File: config.mk
export PLATFORM = sky130hd
export DESIGN_NAME = mem_led_stepper_flat
export DESIGN_NICKNAME = d
export VERILOG_FILES = /design/src/rtl/mem_led_stepper_if.sv /design/src/rtl/mem_led_stepper.sv /design/src/flat_wrapper.sv
export SDC_FILE = /design/constraint.sdc
export NUM_CORES = 1
export LEC_CHECK = 0
export ABC_AREA = 1
export CAP_MARGIN = 20
export CORE_MARGIN = 2
export CORE_UTILIZATION = 59
export CTS_BUF_LIST = sky130_fd_sc_hd__clkbuf_4 sky130_fd_sc_hd__clkbuf_8
export DETAILED_ROUTE_END_ITERATION = 7
export MAX_ROUTING_LAYER = met4
export PLACE_DENSITY = 0.88
export SYNTH_ARGS = -nofsm -noshare
export SYNTH_HDL_FRONTEND = slang
export SYNTH_SLANG_ARGS = --single-unit
File: constraint.sdc
create_clock -name CLOCK_50 -period 2.75 [get_ports CLOCK_50]
set_input_delay 0.275 -clock CLOCK_50 [delete_from_list [all_inputs] [get_ports CLOCK_50]]
set_output_delay 0.275 -clock CLOCK_50 [all_outputs]
set_load 0.01 [all_outputs]
File: src/rtl/mem_led_stepper_if.sv
// Synchronous memory read port: the stepper masters the address/strobe and
// the memory returns the word one cycle after the strobe.
interface mem_led_stepper_if #(
  parameter int ADDR_W = 12,
  parameter int DATA_W = 32
);
  logic [ADDR_W-1:0] mem_addr;
  logic              mem_rd_en;
  logic [DATA_W-1:0] mem_rdata;

  modport master (output mem_addr, output mem_rd_en, input mem_rdata);
  modport slave  (input mem_addr, input mem_rd_en, output mem_rdata);
endinterface

File: src/rtl/mem_led_stepper.sv
// Memory-walk display for board bring-up: steps a pointer through memory,
// shows one byte lane of each word on LEDG and blinks a heartbeat on LEDR0.
module mem_led_stepper #(
  parameter int CLK_HZ       = 50000000,
  parameter int STEP_HZ      = 2,
  parameter int ADDR_W       = 12,
  parameter int DATA_W       = 32,
  parameter int LED_W        = 8,
  parameter int LAST_ADDR    = 2999,
  parameter int DEBOUNCE_CYC = 1000000,
  localparam int NLANES      = DATA_W / LED_W,
  localparam int LANE_W      = (NLANES > 1) ? $clog2(NLANES) : 1
) (
  input  logic                 CLOCK_50,
  input  logic                 KEY0,
  input  logic [1:0]           mode,
  input  logic                 step_n,
  input  logic [LANE_W-1:0]    lane_sel,
  mem_led_stepper_if.master    mem,
  output logic [DATA_W-1:0]    word_q,
  output logic [ADDR_W-1:0]    cur_addr,
  output logic [LED_W-1:0]     LEDG,
  output logic                 LEDR0
);

  localparam int TICK_CYC = CLK_HZ / STEP_HZ;
  localparam int TCNT_W   = (TICK_CYC > 1) ? $clog2(TICK_CYC) : 1;
  localparam int DCNT_W   = (DEBOUNCE_CYC > 1) ? $clog2(DEBOUNCE_CYC) : 1;

  localparam logic [TCNT_W-1:0] TICK_LAST = TCNT_W'(TICK_CYC - 1);
  localparam logic [DCNT_W-1:0] DEB_LAST  = DCNT_W'(DEBOUNCE_CYC - 1);
  localparam logic [ADDR_W-1:0] PTR_LAST  = ADDR_W'(LAST_ADDR);
  localparam logic [LANE_W:0]   NLANES_L  = (LANE_W + 1)'(NLANES);

  typedef enum logic [1:0] {
    S_IDLE    = 2'd0,
    S_WAIT    = 2'd1,
    S_CAPTURE = 2'd2
  } state_t;

  state_t              state_q, state_d;
  logic [TCNT_W-1:0]   tick_cnt_q, tick_cnt_d;
  logic                ledr_q, ledr_d;
  logic                sync1_q, sync2_q;
  logic                btn_q, btn_d;
  logic [DCNT_W-1:0]   deb_cnt_q, deb_cnt_d;
  logic [ADDR_W-1:0]   ptr_q, ptr_d;
  logic [ADDR_W-1:0]   addr_q, addr_d;
  logic                rd_en_q, rd_en_d;
  logic [DATA_W-1:0]   word_d;
  logic [ADDR_W-1:0]   cur_addr_q, cur_addr_d;
  logic [LED_W-1:0]    ledg_q, ledg_d;
  logic                tick_s;
  logic                press_s;
  logic                trig_s;
  logic [LANE_W-1:0]   idx_s;

  assign mem.mem_addr  = addr_q;
  assign mem.mem_rd_en = rd_en_q;
  assign cur_addr      = cur_addr_q;
  assign LEDG          = ledg_q;
  assign LEDR0         = ledr_q;

  // Free-running tick divider and heartbeat toggle.
  always_comb begin
    tick_s     = (tick_cnt_q == TICK_LAST);
    tick_cnt_d = tick_s ? {TCNT_W{1'b0}} : (tick_cnt_q + TCNT_W'(1));
    ledr_d     = tick_s ? ~ledr_q : ledr_q;
  end

  // Debouncer: a new level is accepted after DEBOUNCE_CYC consecutive samples
  // that differ from the accepted one; only the accepted press edge pulses.
  always_comb begin
    btn_d     = btn_q;
    deb_cnt_d = {DCNT_W{1'b0}};
    press_s   = 1'b0;
    if (sync2_q == btn_q) begin
      deb_cnt_d = {DCNT_W{1'b0}};
    end else if (deb_cnt_q == DEB_LAST) begin
      btn_d   = sync2_q;
      press_s = ~sync2_q;
    end else begin
      deb_cnt_d = deb_cnt_q + DCNT_W'(1);
    end
  end

  // Step trigger source selected by mode; hold modes never trigger.
  always_comb begin
    trig_s = 1'b0;
    case (mode)
      2'b00:   trig_s = tick_s;
      2'b01:   trig_s = press_s;
      default: trig_s = 1'b0;
    endcase
  end

  // Read FSM: strobe, wait for the 1-cycle read latency, then capture.
  always_comb begin
    state_d    = state_q;
    addr_d     = addr_q;
    rd_en_d    = 1'b0;
    word_d     = word_q;
    cur_addr_d = cur_addr_q;
    ptr_d      = ptr_q;
    case (state_q)
      S_IDLE: begin
        if (trig_s) begin
          addr_d  = ptr_q;
          rd_en_d = 1'b1;
          state_d = S_WAIT;
        end else begin
          state_d = S_IDLE;
        end
      end
      S_WAIT: begin
        state_d = S_CAPTURE;
      end
      S_CAPTURE: begin
        word_d     = mem.mem_rdata;
        cur_addr_d = addr_q;
        ptr_d      = (ptr_q == PTR_LAST) ? {ADDR_W{1'b0}} : (ptr_q + ADDR_W'(1));
        state_d    = S_IDLE;
      end
      default: begin
        state_d = S_IDLE;
      end
    endcase
  end

  // Lane select; out-of-range selects fall back to lane 0.
  always_comb begin
    idx_s  = ({1'b0, lane_sel} < NLANES_L) ? lane_sel : {LANE_W{1'b0}};
    ledg_d = LED_W'(word_q >> (32'(idx_s) * LED_W));
  end

  // FSM state register.
  always_ff @(posedge CLOCK_50 or negedge KEY0) begin
    if (!KEY0) begin
      state_q <= S_IDLE;
    end else begin
      state_q <= state_d;
    end
  end

  // Datapath, divider, synchroniser and debounce registers.
  always_ff @(posedge CLOCK_50 or negedge KEY0) begin
    if (!KEY0) begin
      tick_cnt_q <= {TCNT_W{1'b0}};
      ledr_q     <= 1'b0;
      sync1_q    <= 1'b1;
      sync2_q    <= 1'b1;
      btn_q      <= 1'b1;
      deb_cnt_q  <= {DCNT_W{1'b0}};
      ptr_q      <= {ADDR_W{1'b0}};
      addr_q     <= {ADDR_W{1'b0}};
      rd_en_q    <= 1'b0;
      word_q     <= {DATA_W{1'b0}};
      cur_addr_q <= {ADDR_W{1'b0}};
      ledg_q     <= {LED_W{1'b0}};
    end else begin
      tick_cnt_q <= tick_cnt_d;
      ledr_q     <= ledr_d;
      sync1_q    <= step_n;
      sync2_q    <= sync1_q;
      btn_q      <= btn_d;
      deb_cnt_q  <= deb_cnt_d;
      ptr_q      <= ptr_d;
      addr_q     <= addr_d;
      rd_en_q    <= rd_en_d;
      word_q     <= word_d;
      cur_addr_q <= cur_addr_d;
      ledg_q     <= ledg_d;
    end
  end

endmodule

File: src/flat_wrapper.sv
// flat-port wrapper written by rule: the top's interface ports become plain ports
module mem_led_stepper_flat 
#(
  parameter int CLK_HZ       = 50000000,
  parameter int STEP_HZ      = 2,
  parameter int ADDR_W       = 12,
  parameter int DATA_W       = 32,
  parameter int LED_W        = 8,
  parameter int LAST_ADDR    = 2999,
  parameter int DEBOUNCE_CYC = 1000000,
  localparam int NLANES      = DATA_W / LED_W,
  localparam int LANE_W      = (NLANES > 1) ? $clog2(NLANES) : 1
)
  (CLOCK_50, KEY0, mode, step_n, lane_sel, word_q, cur_addr, LEDG, LEDR0, mem_mem_addr, mem_mem_rd_en, mem_mem_rdata);
  mem_led_stepper_if #(.ADDR_W(ADDR_W), .DATA_W(DATA_W)) mem_i ();
  input  logic CLOCK_50;
  input  logic KEY0;
  input  logic [1:0] mode;
  input  logic step_n;
  input  logic [LANE_W-1:0] lane_sel;
  output logic [DATA_W-1:0] word_q;
  output logic [ADDR_W-1:0] cur_addr;
  output logic [LED_W-1:0] LEDG;
  output logic LEDR0;
  output wire logic [$bits(mem_i.mem_addr)-1:0] mem_mem_addr;
  output wire logic [$bits(mem_i.mem_rd_en)-1:0] mem_mem_rd_en;
  input wire logic [$bits(mem_i.mem_rdata)-1:0] mem_mem_rdata;
  assign mem_mem_addr = mem_i.mem_addr;
  assign mem_mem_rd_en = mem_i.mem_rd_en;
  assign mem_i.mem_rdata = mem_mem_rdata;
  mem_led_stepper #(.CLK_HZ(CLK_HZ), .STEP_HZ(STEP_HZ), .ADDR_W(ADDR_W), .DATA_W(DATA_W), .LED_W(LED_W), .LAST_ADDR(LAST_ADDR), .DEBOUNCE_CYC(DEBOUNCE_CYC)) u_core (.CLOCK_50(CLOCK_50), .KEY0(KEY0), .mode(mode), .step_n(step_n), .lane_sel(lane_sel), .mem(mem_i), .word_q(word_q), .cur_addr(cur_addr), .LEDG(LEDG), .LEDR0(LEDR0));
endmodule
# Word-level counts from Yosys, hierarchy flattened

Cells that the tools add are included.

Flip-flop bits (word level): 128
Input bits: 39
Output and inout bits: 66
Logic and storage cells: 42

Add/subtract/negate cells: 3
Eq/ne operators: 7
Shift-type cells: 1
Muxes and demuxes: 11
Bitwise gates (word level): 3
Reductions and logical operators: 4

Operators with widths:

| cell                    | number |
|---|---|
| $mux W20                | 2 |
| $shr A32 B5 Y8          | 1 |
| $add A25 B1 Y25 const B | 1 |
| $eq A25 B25 Y1 const B  | 1 |
| $mux W25                | 1 |
| $add A20 B1 Y20 const B | 1 |
| $eq A20 B20 Y1 const B  | 1 |
| $add A12 B1 Y12 const B | 1 |
| $eq A12 B12 Y1 const B  | 1 |
| $mux W12                | 1 |
| $mux W1                 | 5 |
| $eq A2 B1 Y1 const B    | 2 |
| $logic_not A2 Y1        | 2 |
| $pmux W2 S2             | 1 |
| $reduce_and A2 Y1       | 2 |
| $not A1 Y1              | 3 |
| $eq A2 B2 Y1 const B    | 1 |
| $pmux W1 S2             | 1 |
| $eq A1 B1 Y1            | 1 |

# Depth between registers and ports, before layout

Gate-level depths: netlist of the first run.

Word-level depth: 6
Gate-level depth with buffers: 11
Gate-level depth less buffers: 10

# Worst setup path after synthesis of the first run

No wires, ideal clock.

Path kind: register to register
Start point: reg u_core.tick_cnt_q[0]
End point: reg u_core.addr_q[10] (netlist: u_core.mem.mem_addr[10])
Setup time: 117 ps
Arrival time: 1403 ps
Data required time: 2633 ps
Path slack: 1230 ps
Cell stages (with the launch flop): 12
Period minus slack after synthesis: 1520 ps
Cell sequence: dfrtp_1 > ha_1 > nand2_2 > nor2_4 > nand2_4 > nor2_4 > nand3_2 > nand2_4 > nand2_4 > buf_6 > nand2_1 > nand2_1

Word-level cells in the longest chain between the ends: 3

RTL lines:

| item                               | line                   | RTL |
|---|---|---|
| from (decl)                        | mem_led_stepper.sv:42  | `logic [TCNT_W-1:0] tick_cnt_q, tick_cnt_d;` |
| from (signal assigned)             | mem_led_stepper.sv:148 | `tick_cnt_q <= {TCNT_W{1'b0}};` |
| from (signal assigned)             | mem_led_stepper.sv:161 | `tick_cnt_q <= tick_cnt_d;` |
| $eq A25 B25 Y1                     | mem_led_stepper.sv:66  | `tick_s = (tick_cnt_q == TICK_LAST);` |
| $pmux W1 S2                        | mem_led_stepper.sv:90  | `case (mode)` |
| $reduce_and A2 Y1 (no source line) | n/a                    |  |
| to (signal assigned)               | mem_led_stepper.sv:155 | `addr_q <= {ADDR_W{1'b0}};` |
| to (signal assigned)               | mem_led_stepper.sv:168 | `addr_q <= addr_d;` |
| to (decl)                          | mem_led_stepper.sv:48  | `logic [ADDR_W-1:0] addr_q, addr_d;` |

Every way passes these cells.
A chain may end at the register's enable or synchronous reset.

# Final worst setup path of the first run

Start point: reg u_core.state_q[0]
End point: reg u_core.ptr_q[5]

Word-level cells in the longest chain between the ends: 1

RTL lines:

| item                   | line                   | RTL |
|---|---|---|
| from (decl)            | mem_led_stepper.sv:41  | `state_t state_q, state_d;` |
| from (signal assigned) | mem_led_stepper.sv:141 | `state_q <= state_d;` |
| $eq A2 B2 Y1           | mem_led_stepper.sv:105 | `case (state_q)` |
| to (signal assigned)   | mem_led_stepper.sv:154 | `ptr_q <= {ADDR_W{1'b0}};` |
| to (signal assigned)   | mem_led_stepper.sv:167 | `ptr_q <= ptr_d;` |
| to (decl)              | mem_led_stepper.sv:47  | `logic [ADDR_W-1:0] ptr_q, ptr_d;` |

Every way passes these cells.

==> out/results.txt, run 1 <==
Core Area = 0.00982 mm2
antenna violations before repair = 0
cts bufs inserted = 17
mapped cell area = 0.00601 mm2
setup TNS = 0 ps
Finish-stage setup viols = 0
share of layout cells above drive strength 1 = 8.30%
CTS tree = built
RePlAce Congestion = 0.965
initial core utilization = 61.3%
post-detailed-route count of antenna-violating nets = 0
multi-input combinational cell area = 0.00246 mm2
CP peak stage delay = 430 ps
min-delay worst type = in -> reg
drt total wl = 15.0 mm
part of the power in combinational logic = 3.9%
kind of critical path = reg -> reg
Hold Vio Cnt, Final = 0
# port buffers = 104
top-area cell type share of the netlist area = 51.6%
syn_area_per_cell = 8.00 um2
cells along the critical path = inv_1 -> nand2_1 -> buf_4 -> inv_1 -> buf_4 -> nand4_1 -> o21ai_0 -> nor2_1
synthesized instance count = 752
Peak VDD IR = 0.398 mV
WL/cell = 14.8 um
Setup Skew = 12.0 ps
Die H = 105 um
DR iter-0 viols = 417
fin crit share = 72.9%
status = finished, final reports clean
Yosys reg bits = 127
CTS sink count = 127
Pre-Repair DR Iteration Count = 5
required time of the critical path = 3090 ps
Clock Power Share = 47.0%
n_diodes = 0
cts repair resizes = 0
Finished Layout Cells = 1013
largest net degree at the start of global routing = 71
io pins = 105
FMAX = 499 MHz
Worst-path clk slew = 70 ps
CP Max Fanout = 49
Global Route Usage Sum = 29.1%
clk_lat worst skew = 450 ps
P_leak = 3.54 nW
die area = 0.0110 mm2
RSZ-0062 raised after global routing = no
Die X = 105 um
Setup crit end kind = register
post-synthesis cell type count = 32
slowest stage cell, crit path = buf_4
Yosys warnings = 0
vias in the first global route = 5327
Area Growth Syn to Fin = 27.4%
via/cell ratio = 5.25
Worst slew margin = 39.2%
gr ovfl total = 0
number of synthesized flops with an enable pin = 0
power per cell area = 501 mW/mm2
DRC viols = 0
fraction of registers with async set/reset = 100%
Top FF cell, synth = dfrtp_1
H-Tree Depth = 4
Max Cap Violations = 0
Root Buffer Master = clkbuf_8
FP Rows = 36
Max Root-Sink Buffers = 2
startpoint types = register
switching part of the total = 21.1%
placed cell count = 980
Slew Viols, Final = 0
Net Switching = 0.000810 W
min Tclk post-route = 2000 ps
Synth area leaders = dfrtp_1 52%, nand2_1 16%, nor2_1 6.0%, inv_1 4.7%, nand3_1 2.7%
Arrival @ worst endpoint = 2340 ps
sequential share of power = 49.1%
most frequent cells in the layout = 257 x nand2_1, 124 x dfrtp_1, 103 x clkdlybuf4s50_1
leading area contributor after synthesis = dfrtp_1
sequential area share after synthesis = 52.9%
Synth Net Count = 794
Seq. cell area = 0.00318 mm2
Post-DP HPWL = 10.6 mm
nets@finish = 909
internal power = 0.00303 W
Vias = 5314
Worst Tran Pin Value = 912 ps
first-pass GRT wire length = 24.8 mm
fill count = 709
most common cell after layout, fill and taps aside = nand2_1
[synthesized netlist by cell type, types with 4 or more instances]
cell type,number
nor2_4,6
buf_1,5
nor2_2,9
clkbuf_1,6
nand2_1,257
xor2_1,13
xnor2_1,6
o22ai_1,8
nand4_1,14
o21ai_0,29
a21oi_1,14
nand3_1,32
inv_1,75
dfrtp_1,124
nand2_2,4
nor2_1,96
nor4_1,4
nor3_1,21
[worst max-delay path, delay by kind of cell (launching register included)]
family                 cells  cell delay (ps)
AND/OR/NAND/NOR            3              500
flip-flops                 1              410
AO/OA/AOI/OAI              1              190
buffers and inverters      4              790
[metal layers]
layer | global-route usage, % | share of wire [%]
met1 | 36.0 | 44
met4 | 8.10 | 1.6
met3 | 8.23 | 5.9
met5 | - | 0
met2 | 47.2 | 49
[cells by family after synthesis]
| logic type | Yosys count | synth area share [%] |
|---|---|---|
| and+or+nand+nor | 454 | 32.6 |
| adders and majority gates | 3 | 0.624 |
| xor gates and xnor gates | 19 | 2.77 |
| DFF | 127 | 52.9 |
| AOI/OAI and AO/OA | 56 | 5.03 |
| buffers and inverters | 93 | 6.12 |
[sequential cells by signal (all words and copies together), names as in the netlist, 2 cells and up]
register             flops
u_core.tick_cnt_q       25
u_core.word_q           32
u_core.LEDG              8
u_core.ptr_q            12
u_core.mem.mem_addr     12
u_core.cur_addr         12
u_core.state_q           2
u_core.deb_cnt_q        20
[cell type report]
type | instances | share of cell area [%]
sequential | 127 | 41.5
multi-input combinational | 532 | 32.2
timing repair buffer | 112 | 14.5
clock buffer | 22 | 3.79
inverter | 77 | 3.77
tap | 133 | 2.17
clock inverter | 10 | 2.07
[path summary, 6_finish.rpt]
kind,cells after the start,startpoint,slack (ps),to
max,8,u_core.state_q[0]$_DFF_PN0_,750,u_core.ptr_q[5]$_DFFE_PN0N_
min,1,step_n,260,u_core.sync1_q$_DFF_PN1_
max reg2reg,8,u_core.state_q[0]$_DFF_PN0_,750,u_core.ptr_q[5]$_DFFE_PN0N_
min reg2reg,0,u_core.sync1_q$_DFF_PN1_,360,u_core.sync2_q$_DFF_PN1_
max in group asynchronous,3,KEY0,1500,u_core.word_q[30]$_DFFE_PN0N_
min in group asynchronous,2,KEY0,500,u_core.deb_cnt_q[13]$_DFF_PN0_
[what timing repair did]
item / in CTS / in global routing
buffers inserted: 0 / 0
endpoints found under the setup margin: 0 / 0
hold endpoints to repair: 64 / 0
hold buffers: 1 / 0
[power groups by stage]
stage	Sequential [W]	Clock, W	Combinational, W
6_report	0.00188	0.00180	0.000151
5_1_grt	0.00188	0.00190	0.000168
4_1_cts	0.00188	0.00183	0.000153
3_5_place_dp	0.00192	0	0.000151
3_3_place_gp	0.00192	0	0.000147
2_1_floorplan	0.00192	0	0.0000277
[metrics by stage]
| step | setup WS, ps | instance area, um2 | utilization, % | power (W) | hold slack, ps |
|---|---|---|---|---|---|
| CTS | 767 | 7660 | 78.1 | 0.00387 | 247 |
| global placement | 879 | 7210 | 73.4 | 0.00207 | 349 |
| global route | 628 | 7660 | 78.1 | 0.00395 | 243 |
| detailed placement | 821 | 7210 | 73.4 | 0.00207 | 361 |
| floorplan | 1230 | 6010 | - | 0.00195 | -20.6 |
| finish | 746 | 7660 | 78.1 | 0.00384 | 264 |
Power figures use the tool's default switching activity.
==> run 2, diff against run 1 <==
--- a/config.mk
+++ b/config.mk
@@ -8,11 +8,11 @@
 export ABC_AREA = 1
 export CAP_MARGIN = 20
 export CORE_MARGIN = 2
-export CORE_UTILIZATION = 59
+export CORE_UTILIZATION = 50
 export CTS_BUF_LIST = sky130_fd_sc_hd__clkbuf_4 sky130_fd_sc_hd__clkbuf_8
 export DETAILED_ROUTE_END_ITERATION = 7
 export MAX_ROUTING_LAYER = met4
-export PLACE_DENSITY = 0.88
+export PLACE_DENSITY = 0.79
 export SYNTH_ARGS = -nofsm -noshare
 export SYNTH_HDL_FRONTEND = slang
 export SYNTH_SLANG_ARGS = --single-unit
==> constraint.sdc (replaced) <==
create_clock -name CLOCK_50 -period 1.8 [get_ports CLOCK_50]
set_input_delay 0.18 -clock CLOCK_50 [delete_from_list [all_inputs] [get_ports CLOCK_50]]
set_output_delay 0.18 -clock CLOCK_50 [all_outputs]
set_load 0.01 [all_outputs]
==> run 2 against run 1 <==
  * Highest routed layer unchanged
  * Count of clock-buffer cells in the layout increased by 1
  * Largest cell class unchanged
  * Sequential share of layout area fell by 0.33 points
  * Critical endpoint is now u_core.deb_cnt_q[9]$_DFF_PN0_
  * Combinational power is 59% higher
==> out/results.txt, run 2 (same netlist as run 1, synthesis figures left out) <==
status = finished, final reports clean
startpoint types = register
slowest stage cell, crit path = dfrtp_1
Crit path max-delay family = simple AND/OR/NAND/NOR gates
cell with the most instances on the worst path = inv_1
Setup WS post-layout = 161 ps
cells along the critical path = ha_1 -> nand2_1 -> nor2_4 -> inv_1 -> nor2_1 -> nand2_1 -> inv_1 -> nor2_4 -> inv_1 -> nor2_1
DR iter-0 viols = 459
RSZ-0062 raised after global routing = no
largest net degree at the start of global routing = 77
cts bufs inserted = 17
Global Route Usage Sum = 23.8%
CTS tree = built
min-delay worst type = in -> reg
FMAX = 610 MHz
fin crit share = 91.0%
# port buffers = 104
WL/cell = 13.9 um
die area = 0.0129 mm2
Hold Vio Cnt, Final = 0
CTS sink count = 127
Pre-Repair DR Iteration Count = 5
min Tclk post-route = 1640 ps
CP bufs+invs = 3
Setup Skew = 12.0 ps
multi-input combinational cell area = 0.00248 mm2
Arrival @ worst endpoint = 1960 ps
Die H = 114 um
Peak VDD IR = 0.430 mV
RePlAce Congestion = 0.921
required time of the critical path = 2120 ps
Placement Cell Area = 0.00726 mm2
power per cell area = 728 mW/mm2
design area = 0.00773 mm2
share of layout cells above drive strength 1 = 9.15%
P_leak = 3.55 nW
CP Max Fanout = 8
Max Root-Sink Buffers = 2
Final Power = 0.00562 W
first-pass GRT wire length = 23.6 mm
io pins = 105
Seq. cell area = 0.00318 mm2
most common cell after layout, fill and taps aside = nand2_1
antenna violations before repair = 0
Worst slew margin = 68.5%
Core Area = 0.0119 mm2
Worst-path clk slew = 70 ps
Largest regs = u_core.word_q x32, u_core.tick_cnt_q x25, u_core.deb_cnt_q x20
Hold WS = 144 ps
Setup crit end kind = register
FP Rows = 40
most frequent cells in the layout = 256 x nand2_1, 124 x dfrtp_1, 103 x clkdlybuf4s50_1
H-Tree Depth = 4
CP peak stage delay = 370 ps
via/cell ratio = 5.15
clk_lat worst skew = 440 ps
setup TNS = 0 ps
fill count = 993
Worst Tran Pin Value = 472 ps
max FFs per register = 32
drt total wl = 14.3 mm
initial core utilization = 50.7%
Biggest register = u_core.word_q
Root Buffer Master = clkbuf_8
R2R depth = 10
DRC viols = 0
Die X = 114 um
Finish-stage setup viols = 0
Vias = 5312
gr ovfl total = 0
CP Depth = 10
kind of critical path = reg -> reg
post-detailed-route count of antenna-violating nets = 0
nets@finish = 915
vias in the first global route = 5058
Slew Viols, Final = 0
dpl ws = 103 ps
hold path cells = 1
Area Growth Syn to Fin = 28.5%
n_diodes = 0
Post-DP HPWL = 10.1 mm
Max Cap Violations = 0
-- run 2: cell count changes in the layout (fill, tap and decap cells not counted), sizes merged --
cell,change
buf,+6
bufinv,-2
clkinv,-2
clkinvlp,+2
clkbuf,+1
-- run 2: path summary, 6_finish.rpt --
check	from	to	slack, ps
max	u_core.deb_cnt_q[0]$_DFF_PN0_	u_core.deb_cnt_q[9]$_DFF_PN0_	160
min	step_n	u_core.sync1_q$_DFF_PN1_	140
max reg2reg	u_core.deb_cnt_q[0]$_DFF_PN0_	u_core.deb_cnt_q[9]$_DFF_PN0_	160
min reg2reg	u_core.sync1_q$_DFF_PN1_	u_core.sync2_q$_DFF_PN1_	360
max in group asynchronous	KEY0	u_core.btn_q$_DFFE_PN1P_	1150
min in group asynchronous	KEY0	u_core.tick_cnt_q[9]$_DFF_PN0_	270
-- run 2: through the flow --
stage | util (%) | std cells
2_1_floorplan | - | 752
3_3_place_gp | 61.2 | 996
3_5_place_dp | 61.2 | 996
4_1_cts | 64.7 | 1028
5_1_grt | 65.1 | 1032
6_report | 65.1 | 1032
-- run 2: what timing repair did --
action,in CTS,in global routing
hold endpoints to repair,126,0
hold buffers,1,0
resized for setup,0,5
endpoints found under the setup margin,0,23
setup buffers,0,4
-- run 2: report_power, final --
part           internal (W)  total, W  switching, W
logic              0.000118  0.000240      0.000122
clock network       0.00138   0.00250       0.00112
registers           0.00287   0.00288    0.00000780
-- run 2: metal layers --
metal | wire length [um] | share of wire [%] | vias to the layer above | global-route usage [%]
li1 | - | - | 2603 | -
met5 | 0 | 0 | - | -
met2 | 6940 | 48 | 140 | 37.9
met3 | 757 | 5.3 | 23 | 7.49
met1 | 6450 | 45 | 2546 | 29.8
met4 | 197 | 1.4 | 0 | 6.18
-- run 2: area by class of cell --
type                            count  area share [%]
Clock buffer                       23            3.85
Clock inverter                      8            1.39
Inverter                           77            3.74
Multi-Input combinational cell    532            32.1
Sequential cell                   127            41.2
Tap cell                          147            2.38
Timing Repair Buffer              118            15.3
-- run 2: worst register-to-register path: stages, from the launching register on --
cell,delay [ps]
dfrtp_1,370
ha_1,170
nand2_1,100
nor2_4,130
inv_1,50
nor2_1,150
nand2_1,100
inv_1,140
nor2_4,80
inv_1,160
nor2_1,70
==> run 3, diff against run 2 <==
--- a/config.mk
+++ b/config.mk
@@ -5,10 +5,9 @@
 export SDC_FILE = /design/constraint.sdc
 export NUM_CORES = 1
 export LEC_CHECK = 0
-export ABC_AREA = 1
 export CAP_MARGIN = 20
 export CORE_MARGIN = 2
-export CORE_UTILIZATION = 50
+export CORE_UTILIZATION = 49
 export CTS_BUF_LIST = sky130_fd_sc_hd__clkbuf_4 sky130_fd_sc_hd__clkbuf_8
 export DETAILED_ROUTE_END_ITERATION = 7
 export MAX_ROUTING_LAYER = met4
==> run 3 against run 2 <==
  * The run now ends with setup timing left
  * Count of clock-buffer cells in the layout unchanged
  * Routed wire length increased by 11%
  * Synthesized cell count decreased by 28%
  * Worst hold slack improved by 12 ps
  * Synthesized area decreased by 6.6%
  * Critical endpoint is now u_core.mem.mem_addr[4]$_DFFE_PN0P_
  * Largest cell class unchanged
  * Highest routed layer unchanged
==> out/results.txt, run 3 <==
Yosys reg bits = 127
startpoint types = register
RSZ-0062 raised after global routing = yes
Max Root-Sink Buffers = 2
Die X = 111 um
first-pass GRT wire length = 25.4 mm
CP peak stage delay = 480 ps
share of layout cells above drive strength 1 = 27.5%
CP bufs+invs = 0
CTS sink count = 127
Post-DP HPWL = 9.68 mm
hold path cells = 1
RePlAce Congestion = 0.871
Core Area = 0.0113 mm2
met3 Track Usage GR = 6.72%
leading area contributor after synthesis = dfrtp_1
syn_area_per_cell = 10.4 um2
antenna violations before repair = 0
gr ovfl total = 0
Top FF cell, synth = dfrtp_1
Worst slew margin = 69.7%
dpl ws = -553 ps
Pre-Repair DR Iteration Count = 5
Die H = 111 um
io pins = 105
Yosys warnings = 0
count leader, synth = nand2_1
slowest stage cell, crit path = or4_1
Root Buffer Master = clkbuf_8
required time of the critical path = 2130 ps
hold worst-path end = u_core.sync1_q$_DFF_PN1_
initial core utilization = 49.6%
reg2reg end = u_core.mem.mem_addr[4]$_DFFE_PN0P_
FMAX = 494 MHz
Biggest register = u_core.word_q
max FFs per register = 32
global route hottest layer = met2
Synth area leaders = dfrtp_1 55%, nand2_1 10%, xnor2_1 3.3%, mux4_2 3.2%, mux2_4 2.4%
fin crit share = 112%
vias in the first global route = 5180
CP Max Fanout = 7
P_leak = 3.73 nW
Finish-stage setup viols = 37
cells along the critical path = or4_1 -> or4_4 -> a2bb2oi_4 -> mux2_4
sequential area share after synthesis = 56.6%
most common cell after layout, fill and taps aside = nand2_1
via/cell ratio = 5.46
most frequent cells in the layout = 156 x nand2_1, 124 x dfrtp_1, 103 x clkdlybuf4s50_1
met2 usage = 44.6%
R2R depth = 4
drt total wl = 15.9 mm
Setup WS post-layout = -224 ps
Setup Skew = 11.4 ps
n_diodes = 0
# port buffers = 104
post-synthesis cell type count = 43
Hold Vio Cnt, Final = 0
Largest regs = u_core.word_q x32, u_core.tick_cnt_q x25, u_core.deb_cnt_q x20
number of synthesized flops with an enable pin = 0
H-Tree Depth = 4
clk_lat worst skew = 450 ps
HP Start = step_n
Crit path max-delay family = simple AND/OR/NAND/NOR gates
min Tclk post-route = 2020 ps
kind of critical path = reg -> reg
power per cell area = 697 mW/mm2
Slew Viols, Final = 0
Area Growth Syn to Fin = 46.9%
mapped cell area = 0.00562 mm2
Finished Layout Cells = 896
cts bufs inserted = 17
nets@finish = 782
fraction of registers with async set/reset = 100%
DR iter-0 viols = 330
reg2reg start = u_core.tick_cnt_q[10]$_DFF_PN0_
status = finished, violations left
top-area cell type share of the netlist area = 55.2%
FP Rows = 39
most common library cells after synthesis = 157 x nand2_1, 124 x dfrtp_1, 35 x nor2_1
Worst Tran Pin Value = 454 ps
met1 Use GR = 31.4%
Setup crit end kind = register
post-detailed-route count of antenna-violating nets = 0
Arrival @ worst endpoint = 2350 ps
Worst-path clk slew = 70 ps
die area = 0.0123 mm2
Peak VDD IR = 0.583 mV
Global Route Usage Sum = 26.6%
CTS tree = built
largest net degree at the start of global routing = 75
Synth Net Count = 583
synthesized instance count = 541
WL/cell = 17.7 um
Max Cap Violations = 0
r2r setup slk = -220 ps
Vias = 4895
DRC viols = 0
placed cell count = 845
violated checks = setup timing
min-delay worst type = in -> reg
==> run 3: per-stage QoR <==
step / TNS (ps) / total power, W / util (%) / area (um2) / hold slack (ps)
floorplan: -2460 / 0.00313 / - / 5660 / -116
global placement: -7170 / 0.00343 / 65.5 / 7410 / 212
detailed placement: -7830 / 0.00344 / 65.5 / 7410 / 207
CTS: -3410 / 0.00576 / 71.0 / 8040 / 133
global route: -7430 / 0.00597 / 72.9 / 8250 / 131
finish: -4980 / 0.00575 / 72.9 / 8250 / 156
==> run 3: worst max-delay path by stage <==
stage	endpoint	startpoint	slack, ps	cells after the start
2_1_floorplan	u_core.mem.mem_addr[10]$_DFFE_PN0P_	u_core.tick_cnt_q[9]$_DFF_PN0_	-240	5
3_3_place_gp	u_core.mem.mem_addr[9]$_DFFE_PN0P_	mode[0]	-540	5
3_5_place_dp	u_core.mem.mem_addr[4]$_DFFE_PN0P_	mode[0]	-550	5
4_1_cts	u_core.mem.mem_addr[4]$_DFFE_PN0P_	u_core.tick_cnt_q[9]$_DFF_PN0_	-210	4
5_1_grt	u_core.mem.mem_addr[4]$_DFFE_PN0P_	u_core.deb_cnt_q[7]$_DFF_PN0_	-280	6
6_report	u_core.mem.mem_addr[4]$_DFFE_PN0P_	u_core.tick_cnt_q[10]$_DFF_PN0_	-220	4
==> run 3: what timing repair did <==
action,in CTS,in global routing
pin swaps,14,23
gates cloned,3,0
resized for setup,33,40
endpoints found under the setup margin,39,51
setup buffers,8,9
hold buffers,1,0
hold endpoints to repair,124,0
==> run 3: logic make-up (layout without fill, tap and decap cells) <==
family | after synthesis | in the layout | share of synthesized area, %
buf+inv | 28 | 239 | 2.18
fa+ha+maj | 3 | 3 | 0.668
simple gates | 287 | 287 | 24.3
mux | 25 | 25 | 7.13
flops | 127 | 127 | 56.6
compound gates | 36 | 37 | 3.63
xor+xnor | 35 | 35 | 5.46
==> run 3: layer usage <==
| layer | wire, um | share of wire, % |
|---|---|---|
| met4 | 427 | 2.7 |
| met1 | 6340 | 40 |
| met5 | 0 | 0 |
| met3 | 754 | 4.7 |
| met2 | 8360 | 53 |
==> run 3: layout make-up <==
type,count,area (um2)
Inverter,7,26.3
Sequential cell,127,3180
Clock inverter,9,85.1
Timing Repair Buffer,200,1870
Tap cell,143,179
Multi-Input combinational cell,387,2620
Clock buffer,23,292
Fill cell,768,3070
==> run 3: power breakdown <==
part	internal (W)	total (W)	switching (W)
clock network	0.00122	0.00234	0.00112
registers	0.00292	0.00297	0.0000484
logic	0.000253	0.000444	0.000191
==> run 3: worst reg2reg max path, cell delays in order (launching register included) <==
cell and delay, ps:
dfrtp_1 410, or4_1 490, or4_4 470, a2bb2oi_4 220
mux2_4 320
==> variant 1 (config.mk and constraints of run 3) <==
Remove the register `ledg_q`: a continuous assignment takes its place, so the output `LEDG` follows one clock earlier.
--- a/src/rtl/mem_led_stepper.sv
+++ b/src/rtl/mem_led_stepper.sv
@@ -156,7 +156,6 @@
       rd_en_q    <= 1'b0;
       word_q     <= {DATA_W{1'b0}};
       cur_addr_q <= {ADDR_W{1'b0}};
-      ledg_q     <= {LED_W{1'b0}};
     end else begin
       tick_cnt_q <= tick_cnt_d;
       ledr_q     <= ledr_d;
@@ -169,9 +168,10 @@
       rd_en_q    <= rd_en_d;
       word_q     <= word_d;
       cur_addr_q <= cur_addr_d;
-      ledg_q     <= ledg_d;
     end
   end
 
+  assign ledg_q = ledg_d;
+
 endmodule
 
Formal check against the unedited RTL: no difference found for any inputs over 10 cycles, from zero or initial values; that may be too few to reach the edited logic, so the function may still have changed.
==> variant 1 against run 3 <==
The flow still finishes with violations (negative setup slack). Final cell count is 0.22% higher. Routed wire length down 0.65%. Sequential cell count is 8 lower. Global-route usage is essentially flat. Area after synthesis is 3.6% lower. Critical path depth unchanged. Worst setup slack lost 0.017 ns. Power increased by 3.0%. Cell area decreased by 1.7%. Critical path type unchanged. Largest cell class unchanged.
==> variant 1: results (changes against run 3) <==
[sta]
worst_clock_skew_ns = 0.0119  ; was 0.0114 ns
report.final.setup_viol = 41  ; was 37
slew_headroom_pct = 72.3  ; was 69.7%
holdWs_ns = 0.168  ; was 0.156 ns
setup_ws_ns = -0.241  ; was -0.224 ns

[power]
peakVddDrop_mv = 0.476  ; was 0.583 mV
leakagePower_nw = 3.73  ; about the same

[grt]
maximum_number_of_pins_on_one_net_before_global_route_repair = 39  ; was 75
grt.total_usage_pct = 26.7  ; was 26.6%
first_pass_grt_wire_length_um = 23500  ; was 25400 µm

[synthesis]
synthMuxAreaShare_pct = 7.39  ; was 7.13%
synth_cells = 533  ; was 541
synth_fp_nets = 575  ; was 583
synth_commonest_cells = 157 x nand2_1, 116 x dfrtp_1, 35 x nor2_1  ; was 157 x nand2_1, 124 x dfrtp_1, 35 x nor2_1
synth_compound_gate_area_share_pct = 3.76  ; was 3.63%
synth_area_leaders = dfrtp_1 54%, nand2_1 11%, xnor2_1 3.4%  ; was dfrtp_1 55%, nand2_1 10%, xnor2_1 3.3%
yosysWarnings = 0  ; unchanged
synth_adder_area_share_pct = 0.693  ; was 0.668%
async_reset_ff_share_pct = 100  ; unchanged
synth-seq-area-share_pct = 55.0  ; was 56.6%
synth_xor_xnor_area_share_pct = 5.66  ; was 5.46%

[place]
placed_cells_incl_taps = 835  ; was 845
global_placer_s_final_weighted_congestion = 0.842  ; was 0.871
dp_hpwl_um = 9520  ; was 9680 µm

[drt]
routed_vias = 4936  ; was 4895
length_of_the_first_detailed_routing_pass_in_iterations = 5  ; unchanged
post_drt_via_cell_ratio = 5.50  ; was 5.46
detail_route.iter0.violations = 356  ; was 330
route.detailed.wl_per_inst_um = 17.6  ; was 17.7 µm

[critical_path]
critical-path-max-stage-delay_ns = 0.52  ; was 0.48 ns
r2r-start = u_core.tick_cnt_q[9]$_DFF_PN0_  ; was u_core.tick_cnt_q[10]$_DFF_PN0_
critical_path_arrival_ns = 2.37  ; was 2.35 ns
r2r-end = u_core.mem.mem_addr[8]$_DFFE_PN0P_  ; was u_core.mem.mem_addr[4]$_DFFE_PN0P_
crit_path_top_delay_cell = or4_4  ; was or4_1
critical_path.max_fanout = 7  ; unchanged
r2r.worst_path.cells = 4  ; unchanged
timing.critical_path.max_delay_family = simple AND/OR/NAND/NOR gates  ; unchanged

[final_layout]
final_net_count = 787  ; was 782
n_fill_cell = 620  ; was 768
layout-drive-gt1-share_pct = 27.8  ; was 27.5%

[status]
status = finished, violations left  ; unchanged
violations = negative setup slack  ; unchanged

[worst_hold_path]
hold_end = u_core.sync1_q$_DFF_PN1_  ; unchanged

[clock_tree]
number_of_levels_in_the_clock_h_tree = 4  ; unchanged
clock_tree.buffer_depth = 2  ; unchanged

[variant 1: cell types whose count changed after synthesis]
| cell | change |
|---|---|
| buf_1 | +2 |
| clkbuf_1 | -2 |
| dfrtp_1 | -8 |
[variant 1: cell type report]
type | instances | area share [%]
clock buffer | 25 | 4.16
clock inverter | 7 | 1.39
inverter | 7 | 0.324
multi-input combinational | 387 | 31.3
sequential | 119 | 36.7
tap | 140 | 2.16
timing repair buffer | 213 | 23.9
[variant 1: stage by stage]
step | util, % | area (µm²) | worst slack (ns) | TNS (ns) | total power, mW
2_1_floorplan | - | 5460 | -0.236 | -2.46 | 2.93
3_3_place_gp | 66.9 | 7220 | -0.549 | -9.87 | 3.23
3_5_place_dp | 66.9 | 7220 | -0.568 | -10.97 | 3.24
4_1_cts | 73.1 | 7890 | -0.217 | -5.26 | 5.89
5_1_grt | 75.2 | 8110 | -0.261 | -6.71 | 6.12
6_report | 75.2 | 8110 | -0.241 | -5.23 | 5.92
[variant 1: kinds of logic (layout without fill, tap and decap cells)]
| kind of cell | after synthesis | after routing |
|---|---|---|
| adders and majority gates | 3 | 3 |
| and+or+nand+nor | 287 | 287 |
| DFF | 119 | 119 |
| muxes | 25 | 25 |
| buffers and inverters | 28 | 252 |
| AOI/OAI and AO/OA | 36 | 37 |
| xor gates and xnor gates | 35 | 35 |
[variant 1: timing repair]
action / 4_1_cts / 5_1_grt
hold buffers: 1 / 0
pin swaps: 13 / 7
gates cloned: 1 / 2
buffers inserted: 15 / 13
resized for setup: 33 / 31
hold endpoints to repair: 83 / 0
endpoints found under the setup margin: 54 / 54
[variant 1: layer usage]
layer	share of wire, %	vias up	wire length (µm)	global-route usage, %
li1	-	2248	-	-
met1	41	2459	6530	33.5
met2	50	199	7960	42.6
met3	6.4	30	1010	6.52
met4	1.8	0	282	8.88
met5	0	-	0	-
[variant 1: power by group]
group	internal, mW	switching, mW
clock	1.64	1.06
sequential	2.72	0.0429
combinational	0.267	0.190
[variant 1: worst max path at each step]
stage                                   start                                  end  slack (ns)
3_5_place_dp                          mode[0]  u_core.mem.mem_addr[10]$_DFFE_PN0P_       -0.57
6_report       u_core.tick_cnt_q[9]$_DFF_PN0_   u_core.mem.mem_addr[8]$_DFFE_PN0P_       -0.24
4_1_cts        u_core.tick_cnt_q[9]$_DFF_PN0_   u_core.mem.mem_addr[7]$_DFFE_PN0P_       -0.22
2_1_floorplan  u_core.tick_cnt_q[9]$_DFF_PN0_  u_core.mem.mem_addr[10]$_DFFE_PN0P_       -0.24
5_1_grt        u_core.tick_cnt_q[9]$_DFF_PN0_   u_core.mem.mem_addr[8]$_DFFE_PN0P_       -0.26
3_3_place_gp                          mode[0]   u_core.mem.mem_addr[5]$_DFFE_PN0P_       -0.55
==> variant 2 (settings of run 3) <==
Without the edit above. `CLK_HZ` is set to 50000000 in 2 places; all go to 25000000.
--- a/src/rtl/mem_led_stepper.sv
+++ b/src/rtl/mem_led_stepper.sv
@@ -1,7 +1,7 @@
 // Memory-walk display for board bring-up: steps a pointer through memory,
 // shows one byte lane of each word on LEDG and blinks a heartbeat on LEDR0.
 module mem_led_stepper #(
-  parameter int CLK_HZ       = 50000000,
+  parameter int CLK_HZ       = 25000000,
   parameter int STEP_HZ      = 2,
   parameter int ADDR_W       = 12,
   parameter int DATA_W       = 32,
--- a/src/flat_wrapper.sv
+++ b/src/flat_wrapper.sv
@@ -1,7 +1,7 @@
 // flat-port wrapper written by rule: the top's interface ports become plain ports
 module mem_led_stepper_flat 
 #(
-  parameter int CLK_HZ       = 50000000,
+  parameter int CLK_HZ       = 25000000,
   parameter int STEP_HZ      = 2,
   parameter int ADDR_W       = 12,
   parameter int DATA_W       = 32,
Check against the original RTL: no difference found for any inputs over 10 cycles, from zero or initial values; that may be too few to reach the edited logic, so the function may still have changed.
==> variant 2 against run 3 <==
Largest cell class unchanged. Critical path type unchanged. The flow still finishes with violations (negative setup slack). Area after synthesis is 3.0% lower. Sequential cell count fell by 1. Combinational power shrank 5.4%. Cell area is 6.4% lower. Die area is 2.9% lower. Fmax barely moved. Worst setup slack about the same. Global-route usage fell by 2.5 points. Largest power group unchanged. Final cell count down 5.9%. Routed wire length decreased by 14%. Clock skew rose by 0.0043 ns. Critical endpoint is now u_core.deb_cnt_q[10]$_DFF_PN0_. Power grew 4.2%. Hold slack worse by 0.014 ns.
==> variant 2: results (changes against run 3) <==
[status]
status = finished, violations left  ; unchanged
violations = negative setup slack  ; unchanged

[sta]
setup_ws_ns = -0.224  ; about the same
worst_clock_skew_ns = 0.0157  ; was 0.0114 ns
report.final.setup_viol = 33  ; was 37

[synthesis]
synth_fp_nets = 562  ; was 583
synthMuxAreaShare_pct = 6.87  ; was 7.13%
synth_compound_gate_area_share_pct = 1.08  ; was 3.63%
synth_commonest_cells = 153 x nand2_1, 123 x dfrtp_1, 50 x nor2_1  ; was 157 x nand2_1, 124 x dfrtp_1, 35 x nor2_1
synth_area_leaders = dfrtp_1 56%, nand2_1 11%, xnor2_1 3.9%  ; was dfrtp_1 55%, nand2_1 10%, xnor2_1 3.3%
synth_cell_type_count = 41  ; was 43
syn_avg_cell_area_um2 = 10.5  ; was 10.4 µm²
synth_adder_area_share_pct = 0.689  ; was 0.668%
synth-seq-area-share_pct = 57.9  ; was 56.6%

[grt]
grt.total_usage_pct = 24.2  ; was 26.6%
global_route_met1_utilization_pct = 28.7  ; was 31.4%
grt.met2_usage_pct = 40.7  ; was 44.6%
grtUsageMet3_pct = 5.87  ; was 6.72%
number_of_global_route_vias_before_repair = 4497  ; was 5180
maximum_number_of_pins_on_one_net_before_global_route_repair = 44  ; was 75

[drt]
routed_vias = 4447  ; was 4895
met1Wirelength_um = 5580  ; was 6340 µm
wl_met3_um = 636  ; was 754 µm
totalWireLength_um = 13700  ; was 15900 µm
routed-wl-met2_um = 7240  ; was 8360 µm

[place]
global_placer_s_final_weighted_congestion = 0.866  ; was 0.871
dp_hpwl_um = 9280  ; was 9680 µm
placed_cells_incl_taps = 801  ; was 845
dpl_cell_area_um2 = 7050  ; was 7410 µm²

[final_layout]
layout-drive-gt1-share_pct = 22.2  ; was 27.5%
post_layout_nonfiller_instances = 843  ; was 896
reg.largest.list = u_core.word_q: 32 flops, u_core.tick_cnt_q: 24 flops, u_core.deb_cnt_q: 20 flops  ; was u_core.word_q: 32 flops, u_core.tick_cnt_q: 25 flops, u_core.deb_cnt_q: 20 flops

[power]
leakagePower_nw = 3.58  ; was 3.73 nW
clock_power_mw = 2.63  ; was 2.34 mW
cell_internal_power_mw = 4.68  ; was 4.39 mW
peakVddDrop_mv = 0.369  ; was 0.583 mV

[critical_path]
critical_path.max_fanout = 10  ; was 7

## variant 2: what timing repair did
action                     4_1_cts  5_1_grt
cloned                           1        0
hold endpoints to repair        32        0
setup endpoints to repair       36       41
setup buffers                    1        7
pin swaps                        0        9
resized for setup               15       25
hold buffers                     1        0
## variant 2: critical path: stages (launching register included)
cell and delay, ns:
dfrtp_1 0.39, or4_1 0.51, or4_4 0.44, nor3_4 0.16, o21bai_4 0.19, buf_6 0.16
nor2_1 0.05
## variant 2: layout make-up
cell class	count	area (µm²)
clock buffer	23	304
clock inverter	9	133
fill	774	3110
inverter	6	22.5
multi-input combinational	370	2360
sequential	126	3160
tap	140	175
timing repair buffer	169	1570
## variant 2: through the flow
stage	hold WS, ns	utilization (%)	total power [mW]	worst slack, ns
after floorplan	-0.116	-	3.10	-0.148
after global placement	0.184	65.0	3.39	-0.136
after detailed placement	0.186	65.0	3.41	-0.206
after CTS	0.135	69.7	6.02	-0.207
after global routing	0.132	71.3	6.20	-0.312
final	0.142	71.3	5.99	-0.224
## variant 2: worst paths after layout
kind	startpoint	endpoint	slack, ns	cells after the start
worst max-delay path	u_core.deb_cnt_q[10]$_DFF_PN0_	u_core.deb_cnt_q[10]$_DFF_PN0_	-0.22	6
worst min-delay path	step_n	u_core.sync1_q$_DFF_PN1_	0.14	1
worst max register to register	u_core.deb_cnt_q[10]$_DFF_PN0_	u_core.deb_cnt_q[10]$_DFF_PN0_	-0.22	6
worst min register to register	u_core.sync1_q$_DFF_PN1_	u_core.sync2_q$_DFF_PN1_	0.36	0
max in group asynchronous	KEY0	u_core.btn_q$_DFFE_PN1P_	0.85	3
min in group asynchronous	KEY0	u_core.LEDR0$_DFFE_PN0N_	0.26	2
